--- src/rtl/dbb_arb_pkg.sv ---
// Shared definitions for the DRAM read arbiter slice.
//   ID_WIDTH     : width of AR/R transaction IDs
//   arb_state_t  : arbiter FSM state encoding (StIdle, StAddr, StData)
//   grant_t      : requester index (GrantS0 / GrantS1)
package dbb_arb_pkg;

  localparam int unsigned ID_WIDTH = 8;

  typedef logic [1:0] arb_state_t;
  localparam arb_state_t StIdle = 2'd0;
  localparam arb_state_t StAddr = 2'd1;
  localparam arb_state_t StData = 2'd2;

  typedef logic grant_t;
  localparam grant_t GrantS0 = 1'b0;
  localparam grant_t GrantS1 = 1'b1;

endpackage

--- src/rtl/dbb_rd_arbiter_if.sv ---
// Read channel bundle (AR + R) shared by requesters and the DRAM side.
//   master : drives arvalid/araddr/arlen/arid/rready, receives arready and R beats
//   slave  : receives AR requests, drives arready and R beats
interface dbb_rd_arbiter_if #(
  parameter int unsigned ADDR_WIDTH = 32,
  parameter int unsigned DATA_WIDTH = 64,
  parameter int unsigned LEN_WIDTH  = 8
);
  import dbb_arb_pkg::*;

  logic                  arvalid;
  logic                  arready;
  logic [ADDR_WIDTH-1:0] araddr;
  logic [LEN_WIDTH-1:0]  arlen;
  logic [ID_WIDTH-1:0]   arid;
  logic                  rvalid;
  logic                  rready;
  logic                  rlast;
  logic [DATA_WIDTH-1:0] rdata;
  logic [ID_WIDTH-1:0]   rid;

  modport master (
    output arvalid, araddr, arlen, arid, rready,
    input  arready, rvalid, rlast, rdata, rid
  );

  modport slave (
    input  arvalid, araddr, arlen, arid, rready,
    output arready, rvalid, rlast, rdata, rid
  );

endinterface

--- src/rtl/dbb_rr_pick.sv ---
// Two-way winner selection for the read arbiter.
//   req   : request vector, bit N = sN_arvalid
//   last  : previous winner
//   grant : selected requester (only meaningful when req != 0)
// Build option: DBB_RD_ARB_FIXED_PRIO_EN selects fixed priority (s0 wins ties);
// otherwise ties go to the requester that did not win last time.
module dbb_rr_pick
  import dbb_arb_pkg::*;
(
  input  logic [1:0] req,
  input  grant_t     last,
  output grant_t     grant
);

`ifdef DBB_RD_ARB_FIXED_PRIO_EN
  logic w_unused_last;
  assign w_unused_last = last;
  assign grant = req[1] & ~req[0];
`else
  always_comb begin
    if (req == 2'b11) begin
      grant = ~last;
    end else begin
      grant = req[1];
    end
  end
`endif

endmodule

--- src/rtl/dbb_rd_arbiter.sv ---
// Two-requester DRAM read arbiter with one burst outstanding downstream.
//   clk, rst_n : clock, asynchronous active-low reset
//   s0, s1     : requester AR/R channels (slave side)
//   m          : DRAM AR/R channel (master side)
//   err_len    : sticky flag, burst ended with beat count != len+1
//   cur_grant  : requester owning the current or last burst
// Build option: DBB_RD_ARB_FIXED_PRIO_EN (evaluated in dbb_rr_pick only).
module dbb_rd_arbiter
  import dbb_arb_pkg::*;
#(
  parameter int unsigned ADDR_WIDTH = 32,
  parameter int unsigned DATA_WIDTH = 64,
  parameter int unsigned LEN_WIDTH  = 8
) (
  input  logic              clk,
  input  logic              rst_n,
  dbb_rd_arbiter_if.slave   s0,
  dbb_rd_arbiter_if.slave   s1,
  dbb_rd_arbiter_if.master  m,
  output logic              err_len,
  output logic              cur_grant
);

  localparam logic [LEN_WIDTH:0] CntOne = {{LEN_WIDTH{1'b0}}, 1'b1};

  arb_state_t            r_state;
  arb_state_t            w_state_nxt;
  grant_t                r_last;
  grant_t                r_grant;
  grant_t                w_pick;
  logic [ADDR_WIDTH-1:0] r_addr;
  logic [LEN_WIDTH-1:0]  r_len;
  logic [ID_WIDTH-1:0]   r_id;
  logic [LEN_WIDTH:0]    r_cnt;
  logic                  r_err;

  logic [1:0]            w_req;
  logic                  w_accept;
  logic                  w_sel0;
  logic                  w_sel1;
  logic                  w_rhs;
  logic                  w_ar_done;
  logic [LEN_WIDTH:0]    w_cnt_inc;
  logic [LEN_WIDTH:0]    w_beats_exp;

  assign w_req = {s1.arvalid, s0.arvalid};

  dbb_rr_pick u_pick (
    .req   (w_req),
    .last  (r_last),
    .grant (w_pick)
  );

  assign w_accept = (r_state == StIdle) && (w_req != 2'b00);

  // rst_n gates arready so nothing is acknowledged while reset is held.
  assign s0.arready = rst_n & w_accept & (w_pick == GrantS0);
  assign s1.arready = rst_n & w_accept & (w_pick == GrantS1);

  assign m.arvalid = (r_state == StAddr);
  assign m.araddr  = r_addr;
  assign m.arlen   = r_len;
  assign m.arid    = r_id;

  assign w_ar_done = (r_state == StAddr) && m.arready;

  // R path is a pure combinational route to the granted requester while in DATA.
  assign w_sel0 = (r_state == StData) && (r_grant == GrantS0);
  assign w_sel1 = (r_state == StData) && (r_grant == GrantS1);

  assign m.rready  = (w_sel0 & s0.rready) | (w_sel1 & s1.rready);
  assign w_rhs     = m.rvalid & m.rready;

  assign s0.rvalid = w_sel0 & m.rvalid;
  assign s0.rlast  = w_sel0 & m.rlast;
  assign s0.rdata  = w_sel0 ? m.rdata : {DATA_WIDTH{1'b0}};
  assign s0.rid    = w_sel0 ? m.rid   : {ID_WIDTH{1'b0}};

  assign s1.rvalid = w_sel1 & m.rvalid;
  assign s1.rlast  = w_sel1 & m.rlast;
  assign s1.rdata  = w_sel1 ? m.rdata : {DATA_WIDTH{1'b0}};
  assign s1.rid    = w_sel1 ? m.rid   : {ID_WIDTH{1'b0}};

  // Count includes the beat being transferred, compared against len+1.
  assign w_cnt_inc   = r_cnt + CntOne;
  assign w_beats_exp = {1'b0, r_len} + CntOne;

  always_comb begin
    w_state_nxt = r_state;
    case (r_state)
      StIdle: if (w_accept)          w_state_nxt = StAddr;
      StAddr: if (m.arready)         w_state_nxt = StData;
      StData: if (w_rhs && m.rlast)  w_state_nxt = StIdle;
      default:                       w_state_nxt = StIdle;
    endcase
  end

  always_ff @(posedge clk or negedge rst_n) begin
    if (!rst_n) begin
      r_state <= StIdle;
      r_last  <= GrantS1;
      r_grant <= GrantS0;
      r_addr  <= '0;
      r_len   <= '0;
      r_id    <= '0;
      r_cnt   <= '0;
      r_err   <= 1'b0;
    end else begin
      r_state <= w_state_nxt;
      if (w_accept) begin
        r_grant <= w_pick;
        r_last  <= w_pick;
        r_addr  <= (w_pick == GrantS1) ? s1.araddr : s0.araddr;
        r_len   <= (w_pick == GrantS1) ? s1.arlen  : s0.arlen;
        r_id    <= (w_pick == GrantS1) ? s1.arid   : s0.arid;
      end
      if (w_ar_done) begin
        r_cnt <= '0;
      end else if (w_rhs) begin
        r_cnt <= w_cnt_inc;
      end
      if (w_rhs && m.rlast && (w_cnt_inc != w_beats_exp)) begin
        r_err <= 1'b1;
      end
    end
  end

  assign err_len   = r_err;
  assign cur_grant = r_grant;

endmodule

--- src/flat_wrapper.sv ---
// flat-port wrapper written by rule: the top's interface ports become plain ports
module dbb_rd_arbiter_flat import dbb_arb_pkg::*;
#(
  parameter int unsigned ADDR_WIDTH = 32,
  parameter int unsigned DATA_WIDTH = 64,
  parameter int unsigned LEN_WIDTH  = 8
)
  (clk, rst_n, err_len, cur_grant, s0_arvalid, s0_araddr, s0_arlen, s0_arid, s0_rready, s0_arready, s0_rvalid, s0_rlast, s0_rdata, s0_rid, s1_arvalid, s1_araddr, s1_arlen, s1_arid, s1_rready, s1_arready, s1_rvalid, s1_rlast, s1_rdata, s1_rid, m_arvalid, m_araddr, m_arlen, m_arid, m_rready, m_arready, m_rvalid, m_rlast, m_rdata, m_rid);
  dbb_rd_arbiter_if #(.ADDR_WIDTH(ADDR_WIDTH), .DATA_WIDTH(DATA_WIDTH), .LEN_WIDTH(LEN_WIDTH)) s0_i ();
  dbb_rd_arbiter_if #(.ADDR_WIDTH(ADDR_WIDTH), .DATA_WIDTH(DATA_WIDTH), .LEN_WIDTH(LEN_WIDTH)) s1_i ();
  dbb_rd_arbiter_if #(.ADDR_WIDTH(ADDR_WIDTH), .DATA_WIDTH(DATA_WIDTH), .LEN_WIDTH(LEN_WIDTH)) m_i ();
  input  logic clk;
  input  logic rst_n;
  output logic err_len;
  output logic cur_grant;
  input wire logic [$bits(s0_i.arvalid)-1:0] s0_arvalid;
  input wire logic [$bits(s0_i.araddr)-1:0] s0_araddr;
  input wire logic [$bits(s0_i.arlen)-1:0] s0_arlen;
  input wire logic [$bits(s0_i.arid)-1:0] s0_arid;
  input wire logic [$bits(s0_i.rready)-1:0] s0_rready;
  output wire logic [$bits(s0_i.arready)-1:0] s0_arready;
  output wire logic [$bits(s0_i.rvalid)-1:0] s0_rvalid;
  output wire logic [$bits(s0_i.rlast)-1:0] s0_rlast;
  output wire logic [$bits(s0_i.rdata)-1:0] s0_rdata;
  output wire logic [$bits(s0_i.rid)-1:0] s0_rid;
  input wire logic [$bits(s1_i.arvalid)-1:0] s1_arvalid;
  input wire logic [$bits(s1_i.araddr)-1:0] s1_araddr;
  input wire logic [$bits(s1_i.arlen)-1:0] s1_arlen;
  input wire logic [$bits(s1_i.arid)-1:0] s1_arid;
  input wire logic [$bits(s1_i.rready)-1:0] s1_rready;
  output wire logic [$bits(s1_i.arready)-1:0] s1_arready;
  output wire logic [$bits(s1_i.rvalid)-1:0] s1_rvalid;
  output wire logic [$bits(s1_i.rlast)-1:0] s1_rlast;
  output wire logic [$bits(s1_i.rdata)-1:0] s1_rdata;
  output wire logic [$bits(s1_i.rid)-1:0] s1_rid;
  output wire logic [$bits(m_i.arvalid)-1:0] m_arvalid;
  output wire logic [$bits(m_i.araddr)-1:0] m_araddr;
  output wire logic [$bits(m_i.arlen)-1:0] m_arlen;
  output wire logic [$bits(m_i.arid)-1:0] m_arid;
  output wire logic [$bits(m_i.rready)-1:0] m_rready;
  input wire logic [$bits(m_i.arready)-1:0] m_arready;
  input wire logic [$bits(m_i.rvalid)-1:0] m_rvalid;
  input wire logic [$bits(m_i.rlast)-1:0] m_rlast;
  input wire logic [$bits(m_i.rdata)-1:0] m_rdata;
  input wire logic [$bits(m_i.rid)-1:0] m_rid;
  assign s0_i.arvalid = s0_arvalid;
  assign s0_i.araddr = s0_araddr;
  assign s0_i.arlen = s0_arlen;
  assign s0_i.arid = s0_arid;
  assign s0_i.rready = s0_rready;
  assign s0_arready = s0_i.arready;
  assign s0_rvalid = s0_i.rvalid;
  assign s0_rlast = s0_i.rlast;
  assign s0_rdata = s0_i.rdata;
  assign s0_rid = s0_i.rid;
  assign s1_i.arvalid = s1_arvalid;
  assign s1_i.araddr = s1_araddr;
  assign s1_i.arlen = s1_arlen;
  assign s1_i.arid = s1_arid;
  assign s1_i.rready = s1_rready;
  assign s1_arready = s1_i.arready;
  assign s1_rvalid = s1_i.rvalid;
  assign s1_rlast = s1_i.rlast;
  assign s1_rdata = s1_i.rdata;
  assign s1_rid = s1_i.rid;
  assign m_arvalid = m_i.arvalid;
  assign m_araddr = m_i.araddr;
  assign m_arlen = m_i.arlen;
  assign m_arid = m_i.arid;
  assign m_rready = m_i.rready;
  assign m_i.arready = m_arready;
  assign m_i.rvalid = m_rvalid;
  assign m_i.rlast = m_rlast;
  assign m_i.rdata = m_rdata;
  assign m_i.rid = m_rid;
  dbb_rd_arbiter #(.ADDR_WIDTH(ADDR_WIDTH), .DATA_WIDTH(DATA_WIDTH), .LEN_WIDTH(LEN_WIDTH)) u_core (.clk(clk), .rst_n(rst_n), .s0(s0_i), .s1(s1_i), .m(m_i), .err_len(err_len), .cur_grant(cur_grant));
endmodule
--- config.mk ---
export PLATFORM = sky130hd
export DESIGN_NAME = dbb_rd_arbiter_flat
export DESIGN_NICKNAME = d
export VERILOG_FILES = /design/src/rtl/dbb_arb_pkg.sv /design/src/rtl/dbb_rd_arbiter_if.sv /design/src/rtl/dbb_rr_pick.sv /design/src/rtl/dbb_rd_arbiter.sv /design/src/flat_wrapper.sv
export SDC_FILE = /design/constraint.sdc
export NUM_CORES = 1
export LEC_CHECK = 0
export ABC_CLOCK_PERIOD_IN_PS = 5400
export CAP_MARGIN = 10
export CORE_AREA = 2 2 149 151
export CTS_BUF_LIST = sky130_fd_sc_hd__clkbuf_8 sky130_fd_sc_hd__clkbuf_16
export DETAILED_ROUTE_END_ITERATION = 8
export DIE_AREA = 0 0 151 153
export PLACE_DENSITY = 0.52
export SYNTH_ARGS = -nofsm -noshare
export SYNTH_HDL_FRONTEND = slang
export SYNTH_SLANG_ARGS = --single-unit
--- constraint.sdc ---
create_clock -name clk -period 5.4 [get_ports clk]
set_input_delay 1.08 -clock clk [delete_from_list [all_inputs] [get_ports clk]]
set_output_delay 1.08 -clock clk [all_outputs]
set_load 0.02 [all_outputs]
==> results.toml <==
[status]
status = "finished clean"

[cells_and_area]
syn2layout_area_growth_pct = 102.6
drive_gt1_frac = 0.03967
final_cell_mix = "clkdlybuf4s50_1, and3_1, dfrtp_1"
antenna_cells = 0
final_common_cell = "clkdlybuf4s50_1"
nets = 1031

[min_path]
hp-class = "register to register"

[synthesis]
syn_avg_cell_area_um2 = 8.401
ys_warn_count = 0
ys_types = 40
ys_async_sr_fraction = 1.000
synth_area_um2 = 4259
ys.flop_type = "dfrtp_1"
synth_fp_nets = 686
synthCells = 507
synth-seq-cells = 62
synth_edf_count = 0
ys_seq_area_frac = 0.3646

[clock_network]
clock_sinks = 62
ctsHtreeMaxLevel = 3
cts_tree = "done"
clockRootBuffer = "clkbuf_16"
postCtsSetupBuffers = 0
cts-buffers-inserted = 9
holdBufCountCts = 0
post_cts_resized = 0
cts_buffer_depth = 2
clkLatencyLatePin_ns = 0.33
path_clk_slew_ns = 0.05

[sta]
setup_tns_ns = 0
period_needed_ns = 3.913
maxSlewViolCount = 0
post-route-period-util = 0.7246
fmax_mhz = 255.6
slew_headroom = 0.3994
hold-worst-slack_ns = 0.5107
hold_viol_final = 0
fin_skew_ns = 0.005559
setup_violations = 0
worstMarginPinSlew_ns = 0.9009
rsz0062_at_grt = "no"

[job]
drv_cap = 0

[detailed_routing]
detail-route-antenna-nets = 0
wl_mm = 19.64
first_pass_iters = 4
post-route-drc-count = 0
vias = 5062
drtIter0Drc = 153
via_per_inst = 4.452
wl_per_cell_um = 17.28

[floorplan]
placementRows = 54
core_um2 = 21490
die_w_um = 151
ios = 379
start_util = 0.1982
die_area_um2 = 23100
die_h_um = 153

[place]
io_buffers = 378
hpwl_mm = 15.30
routabilityCongestion = 0.7785

[grt]
grt-ovfl-total = 0
grt_pass1_vias = 4786
grt_usage = 0.1614
grt_pass1_wl_mm = 28.76
grt_max_degree = 98
grt_antenna_before_repair = 0

[critical_path]
critPathLaunchType = "primary input"
critPathKind = "primary input to output port"
cp.arrival_ns = 2.83
crit_fanout = 7
setup.worst_path.end_class = "output port"
worstPathRequired_ns = 4.32

[power]
peakVddDrop_v = 0.0003094
powerDensity_nw_per_um2 = 444.8
power_w = 0.003838
p_leak_nw = 3.874
==> flip-flops by register name, summed over array words and instances, names as in the netlist <==
signal            count
u_core.cur_grant      1
u_core.err_len        1
u_core.m.araddr      32
u_core.m.arid         8
u_core.m.arlen        8
u_core.r_cnt          9
u_core.r_last         1
u_core.r_state        2
==> per-layer routing <==
| layer | part of all wire | wire (um) | global-route usage |
|---|---|---|---|
| met3 | 0.10 | 2026 | 0.05672 |
| met5 | 0 | 0 | 0 |
| met4 | 0.016 | 311 | 0.04139 |
| met1 | 0.40 | 7778 | 0.1864 |
| met2 | 0.49 | 9528 | 0.2823 |
==> area by class of cell <==
cell class | count | area, um^2
well taps | 280 | 350.3
clock inverters | 7 | 145.1
repair buffers | 385 | 3831
inverters | 5 | 18.77
clock buffers | 9 | 225.2
multi-input cells | 389 | 2502
fillers | 2182 | 12860
flip-flops and latches | 62 | 1554
==> through the flow <==
stage / setup WS, ns / cells / area [um^2] / util
detailed placement: 1.482 / 1121 / 8257 / 0.3843
floorplan: 2.352 / 507 / 4259 / -
global placement: 1.530 / 1121 / 8257 / 0.3843
finish: 1.487 / 1137 / 8627 / 0.4015
global route: 1.414 / 1137 / 8627 / 0.4015
CTS: 1.475 / 1137 / 8627 / 0.4015
==> cell families (layout without fill, tap and decap cells) <==
family                   count (synthesis)  count (layout)  synth area share
AND/OR/NAND/NOR                        245             245            0.3252
AO/OA/AOI/OAI                           80              80            0.1061
flip-flops                              62              62            0.3646
buffers and inverters                   56             406           0.05288
multiplexers                            49              49            0.1155
XOR/XNOR                                13              13           0.02996
adder cells (fa/ha/maj)                  2               2          0.005875
==> power breakdown <==
part	leakage, nW	switching (W)	internal (W)
registers	0.709	0.000157	0.000671
clock network	0.176	0.000224	0.000500
logic	2.99	0.00126	0.00103
==> critical path, stage by stage <==
cell	delay [ns]
clkdlybuf4s50_1	0.56
a21boi_4	0.36
and3_1	0.21
clkdlybuf4s50_1	0.62
==> synthesized netlist by cell type (6+ instances only) <==
| cell | count | share of area |
|---|---|---|
| a21oi_1 | 52 | 0.061 |
| and3_1 | 151 | 0.22 |
| buf_2 | 9 | 0.011 |
| clkbuf_1 | 41 | 0.036 |
| dfrtp_1 | 61 | 0.36 |
| mux2i_1 | 48 | 0.11 |
| nand2_1 | 14 | 0.012 |
| nand3_1 | 8 | 0.0094 |
| nor2_1 | 53 | 0.047 |
| nor3_1 | 7 | 0.0082 |
| o21ai_0 | 11 | 0.013 |
| xnor2_1 | 6 | 0.012 |
| xor2_1 | 6 | 0.012 |
==> worst paths after layout <==
| kind | from | endpoint | slack, ns | depth (start not counted) |
|---|---|---|---|---|
| worst min register to register | u_core.r_state[1]$_DFFE_PN0P_ | u_core.r_state[0]$_DFFE_PN0P_ | 0.51 | 1 |
| worst min-delay path | u_core.r_state[1]$_DFFE_PN0P_ | u_core.r_state[0]$_DFFE_PN0P_ | 0.51 | 1 |
| worst max-delay path | s1_arvalid | s1_arready | 1.49 | 4 |
| max in group asynchronous | rst_n | u_core.cur_grant$_DFFE_PN0P_ | 3.75 | 2 |
| worst max register to register | u_core.cur_grant$_DFFE_PN0P_ | u_core.r_cnt[2]$_DFFE_PN0P_ | 3.08 | 6 |
| min in group asynchronous | rst_n | u_core.m.araddr[1]$_DFFE_PN0P_ | 0.61 | 1 |
No activity file was read; power rests on OpenSTA's default activity.
